File: config.mk
export PLATFORM = sky130hd
export DESIGN_NAME = dvi_pattern_generator
export DESIGN_NICKNAME = d
export VERILOG_FILES = /design/src/rtl/dvi_pattern_generator_pkg.sv /design/src/rtl/dvi_pattern_generator_timing_counter.sv /design/src/rtl/dvi_pattern_generator.sv
export SDC_FILE = /design/constraint.sdc
export NUM_CORES = 1
export LEC_CHECK = 0
export CAP_MARGIN = 20
export CORE_AREA = 10 10 108 110
export CTS_CLUSTER_SIZE = 28
export DETAILED_ROUTE_END_ITERATION = 10
export DIE_AREA = 0 0 118 120
export PLACE_DENSITY_LB_ADDON = 0.2
export SYNTH_ARGS = -nofsm -noshare
export SYNTH_HDL_FRONTEND = slang
export SYNTH_SLANG_ARGS = --single-unit
File: constraint.sdc
create_clock -name iClk -period 5.6 [get_ports iClk]
set_input_delay 0.56 -clock iClk [delete_from_list [all_inputs] [get_ports iClk]]
set_output_delay 0.56 -clock iClk [all_outputs]
set_load 0.01 [all_outputs]
File: src/rtl/dvi_pattern_generator_pkg.sv
// Shared definitions for the DVI test-pattern generator: mode codes, colour constants, bar lookup.
// Latency: n/a (types, constants and a combinational helper only).
// Backpressure: n/a.
package dvi_pattern_generator_pkg;

  typedef enum logic [1:0] {
    DVI_MODE_BARS  = 2'd0,
    DVI_MODE_SOLID = 2'd1,
    DVI_MODE_CHECK = 2'd2,
    DVI_MODE_RAMP  = 2'd3
  } dvi_mode_e;

  // Colours are packed {R[7:0], G[7:0], B[7:0]}
  localparam logic [23:0] DVI_WHITE   = 24'hFFFFFF;
  localparam logic [23:0] DVI_YELLOW  = 24'hFFFF00;
  localparam logic [23:0] DVI_CYAN    = 24'h00FFFF;
  localparam logic [23:0] DVI_GREEN   = 24'h00FF00;
  localparam logic [23:0] DVI_MAGENTA = 24'hFF00FF;
  localparam logic [23:0] DVI_RED     = 24'hFF0000;
  localparam logic [23:0] DVI_BLUE    = 24'h0000FF;
  localparam logic [23:0] DVI_BLACK   = 24'h000000;

  // Standard colour-bar order, left to right
  function automatic logic [23:0] bar_color(input logic [2:0] bar);
    logic [23:0] c;
    case (bar)
      3'd0:    c = DVI_WHITE;
      3'd1:    c = DVI_YELLOW;
      3'd2:    c = DVI_CYAN;
      3'd3:    c = DVI_GREEN;
      3'd4:    c = DVI_MAGENTA;
      3'd5:    c = DVI_RED;
      3'd6:    c = DVI_BLUE;
      default: c = DVI_BLACK;
    endcase
    return c;
  endfunction

endpackage

File: src/rtl/dvi_pattern_generator_timing_counter.sv
// dvi_timing_counter: phase/h/v counters with sync, data-enable, x/y and frame-start decode.
// Latency: decode is combinational from the counter registers; counters advance every clock.
// Backpressure: none; en=0 holds all counters at zero so the next enabled clock is a frame start.
module dvi_timing_counter #(
  parameter int H_ACTIVE_COUNT = 24,
  parameter int H_FRONT_PORCH  = 2,
  parameter int H_SYNC         = 8,
  parameter int H_BACK_PORCH   = 4,
  parameter int V_ACTIVE_COUNT = 16,
  parameter int V_FRONT_PORCH  = 2,
  parameter int V_SYNC         = 4,
  parameter int V_BACK_PORCH   = 8
) (
  input  logic        clk,
  input  logic        rst,
  input  logic        en,
  output logic        phase,
  output logic        hs_act,
  output logic        vs_act,
  output logic        de,
  output logic [15:0] x,
  output logic [15:0] y,
  output logic        frame_start
);
  localparam int H_TOTAL = H_FRONT_PORCH + H_SYNC + H_BACK_PORCH + H_ACTIVE_COUNT;
  localparam int V_TOTAL = V_ACTIVE_COUNT + V_FRONT_PORCH + V_SYNC + V_BACK_PORCH;
  localparam int H_BLANK = H_FRONT_PORCH + H_SYNC + H_BACK_PORCH;
  localparam int V_SYNC_START = V_ACTIVE_COUNT + V_FRONT_PORCH;
  localparam int H_W = $clog2(H_TOTAL) + 1;
  localparam int V_W = $clog2(V_TOTAL) + 1;

  logic           phase_q, phase_d;
  logic [H_W-1:0] h_q, h_d;
  logic [V_W-1:0] v_q, v_d;
  logic           h_act, v_act;

  // Next counter state: h steps on the second half-clock, v steps on h wrap
  always_comb begin
    phase_d = phase_q;
    h_d     = h_q;
    v_d     = v_q;
    if (!en) begin
      phase_d = 1'b0;
      h_d     = '0;
      v_d     = '0;
    end else begin
      phase_d = ~phase_q;
      if (phase_q) begin
        if (h_q == H_W'(H_TOTAL - 1)) begin
          h_d = '0;
          v_d = (v_q == V_W'(V_TOTAL - 1)) ? '0 : v_q + 1'b1;
        end else begin
          h_d = h_q + 1'b1;
        end
      end
    end
  end

  // Counter registers
  always_ff @(posedge clk or posedge rst) begin
    if (rst) begin
      phase_q <= 1'b0;
      h_q     <= '0;
      v_q     <= '0;
    end else begin
      phase_q <= phase_d;
      h_q     <= h_d;
      v_q     <= v_d;
    end
  end

  // Region decode: line is porch/sync/porch/active, frame is active/porch/sync/porch
  always_comb begin
    h_act       = (h_q >= H_W'(H_BLANK));
    v_act       = (v_q < V_W'(V_ACTIVE_COUNT));
    hs_act      = (h_q >= H_W'(H_FRONT_PORCH)) && (h_q < H_W'(H_FRONT_PORCH + H_SYNC));
    vs_act      = (v_q >= V_W'(V_SYNC_START)) && (v_q < V_W'(V_SYNC_START + V_SYNC));
    de          = h_act && v_act;
    x           = h_act ? 16'(h_q - H_W'(H_BLANK)) : 16'd0;
    y           = 16'(v_q);
    phase       = phase_q;
    frame_start = en && !phase_q && (h_q == '0) && (v_q == '0);
  end

endmodule

File: src/rtl/dvi_pattern_generator.sv
// dvi_pattern_generator: video timing plus selectable RGB test pattern, each pixel sent as two 12-bit half-words.
// Latency: every output is registered, one clock after the timing counter state it describes.
// Backpressure: none, free-running while iEnable=1; DVI_PATTERN_BORDER_EN adds a 2-pixel white border.
module dvi_pattern_generator
  import dvi_pattern_generator_pkg::*;
#(
  parameter int   H_ACTIVE_COUNT = 24,
  parameter int   H_FRONT_PORCH  = 2,
  parameter int   H_SYNC         = 8,
  parameter int   H_BACK_PORCH   = 4,
  parameter int   V_ACTIVE_COUNT = 16,
  parameter int   V_FRONT_PORCH  = 2,
  parameter int   V_SYNC         = 4,
  parameter int   V_BACK_PORCH   = 8,
  parameter logic HS_POL         = 1'b0,
  parameter logic VS_POL         = 1'b0,
  parameter int   CHECK_LOG2     = 2,
  parameter int   FRAME_CNT_W    = 8
) (
  input  logic                   iClk,
  input  logic                   iRst,
  input  logic                   iEnable,
  input  logic [1:0]             iMode,
  input  logic [23:0]            iColor,
  output logic [11:0]            oData,
  output logic                   oHsync,
  output logic                   oVsync,
  output logic                   oDe,
  output logic                   oFrameStart,
  output logic [FRAME_CNT_W-1:0] oFrameCount
);
  // Remainder pixels fall into the last (black) bar
  localparam int BAR_W = H_ACTIVE_COUNT / 8;

  logic        phase, hs_act, vs_act, de, frame_start;
  logic [15:0] x, y;

  dvi_timing_counter #(
    .H_ACTIVE_COUNT(H_ACTIVE_COUNT), .H_FRONT_PORCH(H_FRONT_PORCH),
    .H_SYNC(H_SYNC), .H_BACK_PORCH(H_BACK_PORCH),
    .V_ACTIVE_COUNT(V_ACTIVE_COUNT), .V_FRONT_PORCH(V_FRONT_PORCH),
    .V_SYNC(V_SYNC), .V_BACK_PORCH(V_BACK_PORCH)
  ) u_timing (
    .clk(iClk), .rst(iRst), .en(iEnable),
    .phase(phase), .hs_act(hs_act), .vs_act(vs_act), .de(de),
    .x(x), .y(y), .frame_start(frame_start)
  );

  dvi_mode_e              mode_q, mode_d;
  logic [23:0]            color_q, color_d;
  logic [11:0]            data_q, data_d;
  logic                   hsync_q, hsync_d, vsync_q, vsync_d;
  logic                   de_q, de_d, fs_q, fs_d;
  logic [FRAME_CNT_W-1:0] fcnt_q, fcnt_d;
  logic [15:0]            bar_full;
  logic [2:0]             bar_idx;
  logic [23:0]            rgb;

  // Colour of the current pixel under the latched mode
  always_comb begin
    bar_full = x / 16'(BAR_W);
    bar_idx  = (bar_full > 16'd7) ? 3'd7 : bar_full[2:0];
    rgb      = DVI_BLACK;
    case (mode_q)
      DVI_MODE_BARS:  rgb = bar_color(bar_idx);
      DVI_MODE_SOLID: rgb = phase ? color_q : iColor;
      DVI_MODE_CHECK: rgb = (|(((x ^ y) >> CHECK_LOG2) & 16'd1)) ? DVI_WHITE : DVI_BLACK;
      DVI_MODE_RAMP:  rgb = {x[7:0], x[7:0], x[7:0]};
    endcase
`ifdef DVI_PATTERN_BORDER_EN
    if ((x < 16'd2) || (x >= 16'(H_ACTIVE_COUNT - 2)) ||
        (y < 16'd2) || (y >= 16'(V_ACTIVE_COUNT - 2))) begin
      rgb = DVI_WHITE;
    end
`endif
  end

  // Output register next state; disabling returns everything to reset values
  always_comb begin
    mode_d  = mode_q;
    color_d = color_q;
    data_d  = 12'h000;
    hsync_d = ~HS_POL;
    vsync_d = ~VS_POL;
    de_d    = 1'b0;
    fs_d    = 1'b0;
    fcnt_d  = fcnt_q;
    if (!iEnable) begin
      mode_d  = DVI_MODE_BARS;
      color_d = '0;
      fcnt_d  = '0;
    end else begin
      if (frame_start) begin
        mode_d = dvi_mode_e'(iMode);
        fcnt_d = fcnt_q + 1'b1;
      end
      if (!phase) color_d = iColor;
      // Low half-word {G[3:0],B} first, then {R,G[7:4]}
      if (de) data_d = phase ? rgb[23:12] : rgb[11:0];
      hsync_d = hs_act ? HS_POL : ~HS_POL;
      vsync_d = vs_act ? VS_POL : ~VS_POL;
      de_d    = de;
      fs_d    = frame_start;
    end
  end

  // Output and mode/colour registers
  always_ff @(posedge iClk or posedge iRst) begin
    if (iRst) begin
      mode_q  <= DVI_MODE_BARS;
      color_q <= '0;
      data_q  <= 12'h000;
      hsync_q <= ~HS_POL;
      vsync_q <= ~VS_POL;
      de_q    <= 1'b0;
      fs_q    <= 1'b0;
      fcnt_q  <= '0;
    end else begin
      mode_q  <= mode_d;
      color_q <= color_d;
      data_q  <= data_d;
      hsync_q <= hsync_d;
      vsync_q <= vsync_d;
      de_q    <= de_d;
      fs_q    <= fs_d;
      fcnt_q  <= fcnt_d;
    end
  end

  assign oData       = data_q;
  assign oHsync      = hsync_q;
  assign oVsync      = vsync_q;
  assign oDe         = de_q;
  assign oFrameStart = fs_q;
  assign oFrameCount = fcnt_q;

endmodule

==> results.sh, run 1 <==
export IMPL_globalplace_congestion=0.8744
export IMPL_cp_max_fo=11
export IMPL_syn_inst=484
export IMPL_syn_area_sq_mm=0.004089
export IMPL_clock_latency_ns=0.31
export IMPL_layout_drive_gt1_share=0.1077
export IMPL_rows=36
export IMPL_ir_drop_uv=128.2
export IMPL_routedWlPerCell_um=16.52
export IMPL_skew_ns=0.01391
export IMPL_grt_max_degree=50
export IMPL_n_fill_cell=929
export IMPL_synth_top_area_cell="dfrtp_1"
export IMPL_finalSetupViolCount=0
export IMPL_cts_reportedPaths_clkPinSlew_ns=0.11
export IMPL_yosysWarnings=0
export IMPL_grt_usage=0.1498
export IMPL_final_seq_area_sq_mm=0.001304
export IMPL_hold_viol=0
export IMPL_cts_tree="built"
export IMPL_n_antenna_cell=0
export IMPL_finalWirelength_mm=10.79
export IMPL_finalCritPeriodShare=0.9405
export IMPL_drt_iter0_drc=215
export IMPL_synth_seq_cells=52
export IMPL_core_sq_mm=0.009549
export IMPL_clock_fmax_mhz=189.9
export IMPL_slowest_stage="dfrtp_1"
export IMPL_syn_to_final_growth_pct=16.00
export IMPL_h_tree_depth=2
export IMPL_multi_input_area_sq_mm=0.002487
export IMPL_cts_buffer_depth=2
export IMPL_clock_root_buffer="clkbuf_8"
export IMPL_synth_top_area_frac=0.3060
export IMPL_tightestPinTransition_ns=0.8626
export IMPL_vias=3700
export IMPL_p_per_area_mw_per_mm2=162.6
export IMPL_dr_pass1_iters=4
export IMPL_synth_edf_count=0
export IMPL_die_y_um=120
export IMPL_cts_sinks=52
export IMPL_tns_ns=0
export IMPL_overflow=0
export IMPL_ys_types=84
export IMPL_die_area_sq_mm=0.01416
export IMPL_initial_utilization=0.4282
export IMPL_num_nets_final=561
export IMPL_hold_class="flop to flop"
export IMPL_slew_viol_final=0
export IMPL_synthArstFlopShare=1.000
export IMPL_rsz0062_at_grt="false"
export IMPL_p_leak_nw=1.967
export IMPL_critPathCaptureType="flop"
export IMPL_critical_path_class="flop to flop"
export IMPL_worst_ep_arrival_time_ns=5.51
export IMPL_ctsHoldBuffers=0
export IMPL_worstPathRequired_ns=5.85
export IMPL_antenna_left=0
export IMPL_synth_flop_cell="dfrtp_1"
export IMPL_synth_yosys_seq_area_share=0.3188
export IMPL_grt_pass1_vias=3676
export IMPL_fin_crit_ns=5.267
export IMPL_path_cells="ha_1 > a2111o_1 > nor2_1 > ha_1 > or2b_2 > or3_1 > o31ai_4 > nor2_2 > o311a_1 > o221ai_2 > and2_1 > ha_1 > nor2_1 > and3_1 > nand3_1 > and3_1 > or3_1 > a22oi_2"
export IMPL_yosys_top_cells_count="50 x dfrtp_1, 50 x nand2_1, 44 x a21oi_1, 39 x nor2_1, 24 x o21ai_0"
export IMPL_portBuffers=52
export IMPL_fp_dieW_um=118
export IMPL_hold_ws_ns=0.4816
export IMPL_hpwl_mm=8.059
export IMPL_routed_via_density=5.666
export IMPL_ios=53
export IMPL_maxCapViolations=0
export IMPL_startpoint_type="flop"
export IMPL_relSlewSlack=0.4243
export IMPL_grt_pass1_wl_mm=18.13
export IMPL_status="finished clean"
export IMPL_synthTopCellsByArea="dfrtp_1 31%, a21oi_1 5.4%, nand2_1 4.6%, ha_1 4.0%, nor2_1 3.6%"
export IMPL_cts_made_buffers=5
export IMPL_antenna_found_initial=0
export IMPL_crit_top_cell="ha_1"
export IMPL_drc=0
export IMPL_avgSynthCellArea_sq_um=8.448
export IMPL_max_stage_delay_ns=0.53
layer usage:
metal  vias up  share of wire  global-route usage
li1       1819              -                   -
met1      1803           0.48              0.1975
met2        72           0.47              0.2479
met3         6          0.038             0.02813
met4         0         0.0076             0.03632
met5         -              0                   0
layout by cell type (no fill, tap or decap), types with 3 or more instances in the layout:
| cell | netlist | final |
|---|---|---|
| ha_1 | 13 | 13 |
| nor3_1 | 11 | 11 |
| a21oi_1 | 44 | 44 |
| a21oi_2 | 3 | 3 |
| nor4_1 | 3 | 3 |
| nand2_1 | 50 | 50 |
| and3_1 | 7 | 7 |
| nor3b_1 | 5 | 5 |
| or3_1 | 4 | 4 |
| xnor2_1 | 5 | 5 |
| o211ai_1 | 5 | 5 |
| mux2i_1 | 12 | 12 |
| o31ai_1 | 7 | 7 |
| xor2_1 | 9 | 9 |
| o21ai_0 | 24 | 24 |
| a31oi_1 | 7 | 7 |
| nor2b_1 | 8 | 8 |
| nand3_1 | 15 | 15 |
| a22oi_1 | 3 | 3 |
| inv_1 | 13 | 12 |
| nand4_1 | 12 | 12 |
| and2_1 | 7 | 7 |
| clkdlybuf4s50_1 | 0 | 52 |
| dfrtp_1 | 50 | 50 |
| buf_4 | 2 | 11 |
| a211oi_1 | 7 | 7 |
| o22ai_1 | 9 | 9 |
| clkbuf_8 | 4 | 5 |
| nor2_1 | 39 | 39 |
| nand2b_1 | 16 | 16 |
worst paths after layout:
path	from	to	slack, ns	cells after the start
setup / recovery	u_timing.h_q[1]	oData[1]	0.33	18
hold / removal	u_timing.phase	u_timing.phase	0.48	1
setup reg to reg	u_timing.h_q[1]	oData[1]	0.33	18
hold reg to reg	u_timing.phase	u_timing.phase	0.48	1
max in group asynchronous	iRst	u_timing.h_q[3]	4.60	3
min in group asynchronous	iRst	u_timing.v_q[1]	0.50	2
through the flow:
| stage | power (mW) | util | cell area (sq um) | cells | setup slack [ns] |
|---|---|---|---|---|---|
| 2_1_floorplan | 0.4996 | - | 4093 | 485 | 1.090 |
| 3_3_place_gp | 0.5461 | 0.4796 | 4579 | 639 | 0.5882 |
| 3_5_place_dp | 0.5499 | 0.4817 | 4599 | 640 | 0.3691 |
| 4_1_cts | 0.7754 | 0.4915 | 4693 | 648 | 0.3325 |
| 5_1_grt | 0.8113 | 0.4967 | 4743 | 653 | 0.03764 |
| 6_report | 0.7712 | 0.4967 | 4743 | 653 | 0.3331 |
critical path: cells and delay by family, from the launching register on:
family	cells	cell delay, ns
AND/OR/NAND/NOR	10	2.32
AO/OA/AOI/OAI	5	1.43
adder cells (fa/ha/maj)	3	0.94
flip-flops	1	0.53
sequential cells by signal (all words and copies together) (netlist names):
| name | cells |
|---|---|
| oVsync | 1 |
| oFrameStart | 1 |
| oHsync | 1 |
| oDe | 1 |
| mode_q | 2 |
| u_timing.h_q | 7 |
| oFrameCount | 8 |
| oData | 12 |
| u_timing.v_q | 6 |
| color_q | 12 |
| u_timing.phase | 1 |
repair_timing:
| action | CTS | global route |
|---|---|---|
| buffers inserted | 0 | 5 |
| setup endpoints to repair | 0 | 6 |
| gates resized for setup | 0 | 0 |
report_power, final:
part / internal, mW / total (mW) / switching [mW]
clock: 0.0914 / 0.229 / 0.137
combinational: 0.0607 / 0.136 / 0.0750
sequential: 0.388 / 0.407 / 0.0184
total: 0.541 / 0.771 / 0.231
cell families (layout without fill, tap and decap cells):
kind of cell,after synthesis,after routing,synth area share
muxes,13,13,0.03213
adders and majority gates,13,13,0.03978
and+or+nand+nor,196,196,0.2512
other,1,2,0.0009171
buffers and inverters,51,86,0.07374
DFF,52,52,0.3188
xor gates and xnor gates,14,14,0.02999
AOI/OAI and AO/OA,144,144,0.2534
cell type report:
class | count | share of cell area
Multi-Input combinational cell | 382 | 0.5244
Sequential cell | 52 | 0.2749
Timing Repair Buffer | 65 | 0.1356
Tap cell | 133 | 0.03508
Clock buffer | 5 | 0.01451
Inverter | 13 | 0.01029
Clock inverter | 3 | 0.005276
(Power assumes the default switching activity.)
==> inputs of run 2 (changes only) <==
SKIP_LAST_GASP = 1   (was default)
==> results of run 2 <==
Same layout as run 1: the final DEF is identical, and so are final timing and power.
==> inputs of run 3 (changes only) <==
REMOVE_ABC_BUFFERS = 1   (was default)
==> run 3 against run 2 <==
Against the previous run:
- cell count down 1.1%
- count of clock-buffer cells in the layout is 1 higher
- first-iteration DRC count down 17%
- fmax grew 1.4%
- clock skew fell by 0.0047 ns
- global-route usage down 0.21 points
- utilization is 0.37 points lower
- critical endpoint unchanged
==> results.sh, run 3 (synthesized netlist as in run 1, its figures left out) <==
export IMPL_hold_class="flop to flop"
export IMPL_status="finished clean"
export IMPL_path_cells="ha_2 > a2111o_1 > nor2_1 > ha_1 > or2b_2 > or3_1 > o31ai_4 > nor2_2 > o311a_1 > o221ai_2 > and2_1 > ha_1 > nor2_1 > and3_1 > nand3_1 > and3_1 > or3_1 > a22oi_2"
export IMPL_vias=3616
export IMPL_cts_tree="built"
export IMPL_die_y_um=120
export IMPL_slowest_stage="dfrtp_1"
export IMPL_tns_ns=0
export IMPL_core_sq_mm=0.009549
export IMPL_routed_via_density=5.598
export IMPL_final_common_cell="clkdlybuf4s50_1"
export IMPL_layout_drive_gt1_share=0.09747
export IMPL_overflow=0
export IMPL_grt_busiest_layer="met2"
export IMPL_rows=36
export IMPL_fp_dieW_um=118
export IMPL_clock_latency_ns=0.30
export IMPL_portBuffers=52
export IMPL_dp_cells=638
export IMPL_die_area_sq_mm=0.01416
export IMPL_startpoint_type="flop"
export IMPL_fin_crit_ns=5.196
export IMPL_grt_pass1_wl_mm=18.09
export IMPL_cp_num_cells=18
export IMPL_r2r_start="u_timing.h_q[1]"
export IMPL_globalplace_congestion=0.8877
export IMPL_hpwl_mm=8.003
export IMPL_routedWlPerCell_um=16.51
export IMPL_crit_start="u_timing.h_q[1]"
export IMPL_grt_usage=0.1477
export IMPL_rsz0062_at_grt="false"
export IMPL_grtUsageMet1=0.2008
export IMPL_syn_to_final_growth_pct=15.15
export IMPL_finalWirelength_mm=10.66
export IMPL_gr_usage_met2=0.2468
export IMPL_cts_sinks=52
export IMPL_drt_iter0_drc=179
export IMPL_n_fill_cell=951
export IMPL_place_area_sq_mm=0.004584
export IMPL_drc=0
export IMPL_p_per_area_mw_per_mm2=172.5
export IMPL_finalSetupViolCount=0
export IMPL_cts_buffer_depth=2
export IMPL_final_cell_mix="52 x clkdlybuf4s50_1, 50 x nand2_1, 50 x dfrtp_1, 44 x a21oi_1, 39 x nor2_1"
export IMPL_worstPathRequired_ns=5.83
export IMPL_ctsHoldBuffers=0
export IMPL_maxCapViolations=0
export IMPL_cpLargestDelayFamily="simple AND/OR/NAND/NOR gates"
export IMPL_tightestPinTransition_ns=1.072
export IMPL_clock_fmax_mhz=192.4
export IMPL_initial_utilization=0.4282
export IMPL_dr_pass1_iters=4
export IMPL_cts_made_buffers=5
export IMPL_path_buf_inv=0
export IMPL_min_from="u_timing.phase"
export IMPL_ios=53
export IMPL_met3_usage=0.02625
export IMPL_worst_ep_arrival_time_ns=5.43
export IMPL_grt_max_degree=50
export IMPL_antenna_left=0
export IMPL_n_antenna_cell=0
export IMPL_grt_pass1_vias=3480
export IMPL_num_nets_final=554
export IMPL_hold_viol=0
export IMPL_max_stage_delay_ns=0.51
export IMPL_cts_reportedPaths_clkPinSlew_ns=0.10
export IMPL_reg2regPathDepth=18
export IMPL_critical_path_class="flop to flop"
export IMPL_stdcell_count=646
export IMPL_stdcell_area_sq_mm=0.004708
export IMPL_relSlewSlack=0.2787
export IMPL_h_tree_depth=2
export IMPL_antenna_found_initial=0
export IMPL_slew_viol_final=0
export IMPL_reg2reg_slack_ns=0.40
export IMPL_cp_max_fo=11
export IMPL_finalCritPeriodShare=0.9279
export IMPL_ir_drop_uv=138.7
export IMPL_clock_root_buffer="clkbuf_8"
export IMPL_p_total_mw=0.8123
export IMPL_p_leak_nw=1.940
export IMPL_whs_path_depth=1
export IMPL_critPathCaptureType="flop"
export IMPL_skew_ns=0.009209
run 3: repair_timing:
action	4_1_cts	5_1_grt
setup endpoints to repair	0	6
buffers inserted	0	0
gates resized for setup	0	1
run 3: power breakdown:
part	internal, mW	switching (mW)	leakage, nW
registers	0.388	0.0185	0.703
clock network	0.146	0.124	0.0614
logic	0.0605	0.0744	1.17
run 3: per-layer routing:
layer | up-vias | share of wire
li1 | 1805 | -
met1 | 1709 | 0.47
met2 | 98 | 0.48
met3 | 4 | 0.040
met4 | 0 | 0.0045
met5 | - | 0
run 3: worst reg2reg max path, stage by stage, from the launching register on:
cell and delay [ns]:
dfrtp_1 0.51, ha_2 0.33, a2111o_1 0.47, nor2_1 0.26, ha_1 0.28, or2b_2 0.35
or3_1 0.40, o31ai_4 0.10, nor2_2 0.12, o311a_1 0.36, o221ai_2 0.28, and2_1 0.19
ha_1 0.24, nor2_1 0.14, and3_1 0.17, nand3_1 0.08, and3_1 0.20, or3_1 0.44
a22oi_2 0.20
run 3: cell type report:
type | count | area [sq um] | share of cell area
inverters | 13 | 48.80 | 0.01036
well taps | 133 | 166.4 | 0.03534
repair buffers | 58 | 578.1 | 0.1228
clock inverters | 2 | 38.79 | 0.008238
multi-input cells | 382 | 2490 | 0.5288
flip-flops and latches | 52 | 1304 | 0.2769
clock buffers | 6 | 82.58 | 0.01754
run 3: metrics by stage:
stage               setup WS, ns    util  hold WS, ns
floorplan                 0.8305       -       0.4837
detailed placement        0.3308  0.4801       0.4535
CTS                       0.3072  0.4928       0.4672
finish                    0.4037  0.4931       0.4690
global route             0.05904  0.4931       0.5143
global placement          0.5705  0.4780       0.4524
run 3: worst paths after layout:
kind | endpoint
setup / recovery | oData[1]
hold / removal | u_timing.phase
setup reg to reg | oData[1]
hold reg to reg | u_timing.phase
max in group asynchronous | oVsync
min in group asynchronous | color_q[23]
==> RTL change, RTL diff (settings of run 2) <==
Change the parameter `FRAME_CNT_W` from 8 to 6.
--- a/src/rtl/dvi_pattern_generator.sv
+++ b/src/rtl/dvi_pattern_generator.sv
@@ -15,7 +15,7 @@
   parameter logic HS_POL         = 1'b0,
   parameter logic VS_POL         = 1'b0,
   parameter int   CHECK_LOG2     = 2,
-  parameter int   FRAME_CNT_W    = 8
+  parameter int   FRAME_CNT_W    = 6
 ) (
   input  logic                   iClk,
   input  logic                   iRst,
Ports: changed (resized oFrameCount); port bits go from 53 to 51. No check against the original RTL was run, so the function may have changed too.
==> RTL change against run 2 <==
- critical path depth shrank 1
- synthesized area shrank 2.5%
- clock power grew 120%
- worst setup slack gained 0.33 ns
- first-iteration DRC count grew 23%
- sequential cell count grew 6
- final area grew 1.3%
- wire length shrank 3.2%
- total power grew 43%
- critical path type unchanged
- worst hold slack gained 0.018 ns
==> RTL change: results (changes against run 2) <==
* Post-Synth Adder-Cell Area: 4.33% (was 3.98%)
- The fraction of layout cells with a size suffix above 1 was 8.82% (was 10.8%).
- CP Max Fanout: 12 (was 11)
* Number of detailed-route iterations in the first pass: 5 (was 4)
- The count of unique library cells instantiated by Yosys was 74 (was 84).
* Routability congestion estimate from global placement: 0.869 (was 0.874)
- Post-cts gate resize count: 0 (unchanged)
- The CTS root buffer is clkbuf_8 (unchanged).
- The static leakage came to 2.02 nW (was 1.97 nW).
- Leading post-synthesis cells by cell area: dfrtp_1 (35%), nor2_1 (7.0%), mux2i_1 (6.3%) (was dfrtp_1 (31%), a21oi_1 (5.4%), nand2_1 (4.6%))
- The maximum buffer depth of the clock tree came to 2 (unchanged).
- The vias after detailed routing was 3509 (was 3700).
- Final antenna diode count: 0 (unchanged)
* Post-synthesis mux area share: 7.75% (was 3.21%)
- Ys Warns: 0 (unchanged)
* Number of design-rule violations left by the first detailed-router iteration: 264 (was 215)
- Number of global-route vias before repair: 3447 (was 3676)
- Clock slew at reported path FFs: 0.07 ns (was 0.11 ns)
- The number of antenna violations at the first check in global routing is 0 (unchanged).
- The number of nets in the layout was 536 (was 561).
- PortBufs: 50 (was 52)
- Number of standard cells in the final layout excluding fillers: 632 (was 653)
- Insertion delay of the later-clocked pin in the worst-skew pair: 0.34 ns (was 0.31 ns)
* Post-synthesis sequential area ratio: 36.5% (was 31.9%)
- Routed wire length: 10400 um (was 10800 um)
- Xor and xnor area share after synthesis: 2.86% (was 3.00%)
- Most common flop cell mapped by yosys: dfrtp_1 (unchanged)
* Most numerous cell types in the synthesized netlist: nor2_1 (74), dfrtp_1 (56), nand2_1 (43), a21oi_1 (25), mux2i_1 (25) (was dfrtp_1 (50), nand2_1 (50), a21oi_1 (44), nor2_1 (39), o21ai_0 (24))
* Compound-gate portion of the synthesized area: 22.1% (was 25.3%)
- The proportion of synthesized flip-flops having asynchronous set or reset was 100% (unchanged).
- Number of flops mapped to enable cells by yosys: 0 (unchanged)
- Overall routing resource usage: 14.5% (was 15.0%)
- Biggest register: color_q
* Syn Inst Count: 457 (was 484)
* Metal1 wirelength: 5040 um (was 5180 um)
* Highest metal layer with signal wires: met4 (unchanged)
- The number of CTS-inserted buffers came to 9 (was 5).
- Global-route wire length before repair: 17200 um (was 18100 um)
- The worst relative slew slack came to 39.9% (was 42.4%).
- Status: finished, final reports clean (unchanged).
- The type of the most critical hold path is reg2reg (unchanged).
- Int Power: 821 uW (was 541 uW)
- The wire length on met3 was 360 um (was 405 um).
* Largest net degree at the start of global routing: 59 (was 50)
- CTS H-tree depth: 3 (was 2)
- Peak supply drop: 0.177 mV (was 0.128 mV)
* Post-CTS Setup Bufs: 0 (unchanged)
- The count of filler cells inserted in the layout is 919 (was 929).
- The met2 layer wire length in the routed design came to 4880 um (was 5120 um).
- The clock skew after layout came to 0.00984 ns (was 0.0139 ns).
- The number of cells after detailed placement was 616 (was 640).
* HPWL Detailed: 7610 um (was 8060 um)
- Arrival time reported for the critical path endpoint: 5.14 ns (was 5.51 ns)
* Largest register FFs: 20
## RTL change: changes by cell type after synthesis, sizes merged, moves of 8 or more
cell | before | now
nor2 | 41 | 74
nand2b | 16 | 3
mux2i | 12 | 27
a21oi | 47 | 28
nand4 | 12 | 4
nand2 | 51 | 43
## RTL change: cell families after synthesis
logic type	Yosys count
AO/OA/AOI/OAI	114
XOR/XNOR	13
adder cells (fa/ha/maj)	14
buffers and inverters	42
flip-flops	58
multiplexers	29
other	1
AND/OR/NAND/NOR	186
## RTL change: path summary, 6_finish.rpt
check                           startpoint         endpoint  slack, ns  depth (start not counted)
min in group asynchronous             iRst      color_q[12]       0.74                          3
max in group asynchronous             iRst  u_timing.h_q[5]       4.36                          3
hold / removal              u_timing.phase   u_timing.phase       0.50                          1
setup / recovery           u_timing.h_q[1]         oData[0]       0.67                         17
setup reg to reg           u_timing.h_q[1]         oData[0]       0.67                         17
hold reg to reg             u_timing.phase   u_timing.phase       0.50                          1
## RTL change: critical path, cell delays in order, from the launching register on
cell and delay, ns:
dfrtp_1 0.51, ha_1 0.41, nand4b_1 0.34, nor2_1 0.30, ha_1 0.32, inv_1 0.10
a211oi_1 0.36, nor2_1 0.19, mux2i_1 0.27, a2111oi_4 0.11, a2111oi_0 0.48, a31o_4 0.18
ha_1 0.28, o21bai_1 0.18, nand4b_1 0.14, o311ai_1 0.16, a31oi_4 0.34, o22ai_1 0.12
## RTL change: per-stage QoR
step                setup slack (ns)  power (mW)  area [um2]  util, %
finish                         0.667        1.10        4800     50.3
global route                   0.329        1.15        4800     50.3
CTS                            0.739        1.11        4800     50.3
detailed placement             0.753       0.616        4550     47.7
global placement               0.925       0.613        4550     47.7
floorplan                       1.48       0.561        3990        -
## RTL change: per-layer routing
layer | up-vias | global-route usage (%)
met2 | 85 | 22.3
met5 | - | 0
met3 | 11 | 2.34
met1 | 1696 | 19.5
li1 | 1717 | -
met4 | 0 | 6.80
## RTL change: power by group through the flow
stage	registers, mW	logic [mW]	clock network [mW]
CTS	0.463	0.146	0.504
finish	0.463	0.145	0.496
floorplan	0.456	0.104	0
global route	0.466	0.163	0.524
global placement	0.470	0.144	0
detailed placement	0.471	0.145	0
## RTL change: final cells by class
cell class | instances | area (um2) | area share [%]
multi-input combinational | 358 | 2350 | 48.9
tap | 133 | 166 | 3.46
clock buffer | 12 | 155 | 3.23
sequential | 58 | 1450 | 30.3
timing repair buffer | 55 | 538 | 11.2
inverter | 12 | 45.0 | 0.937
clock inverter | 4 | 97.6 | 2.03
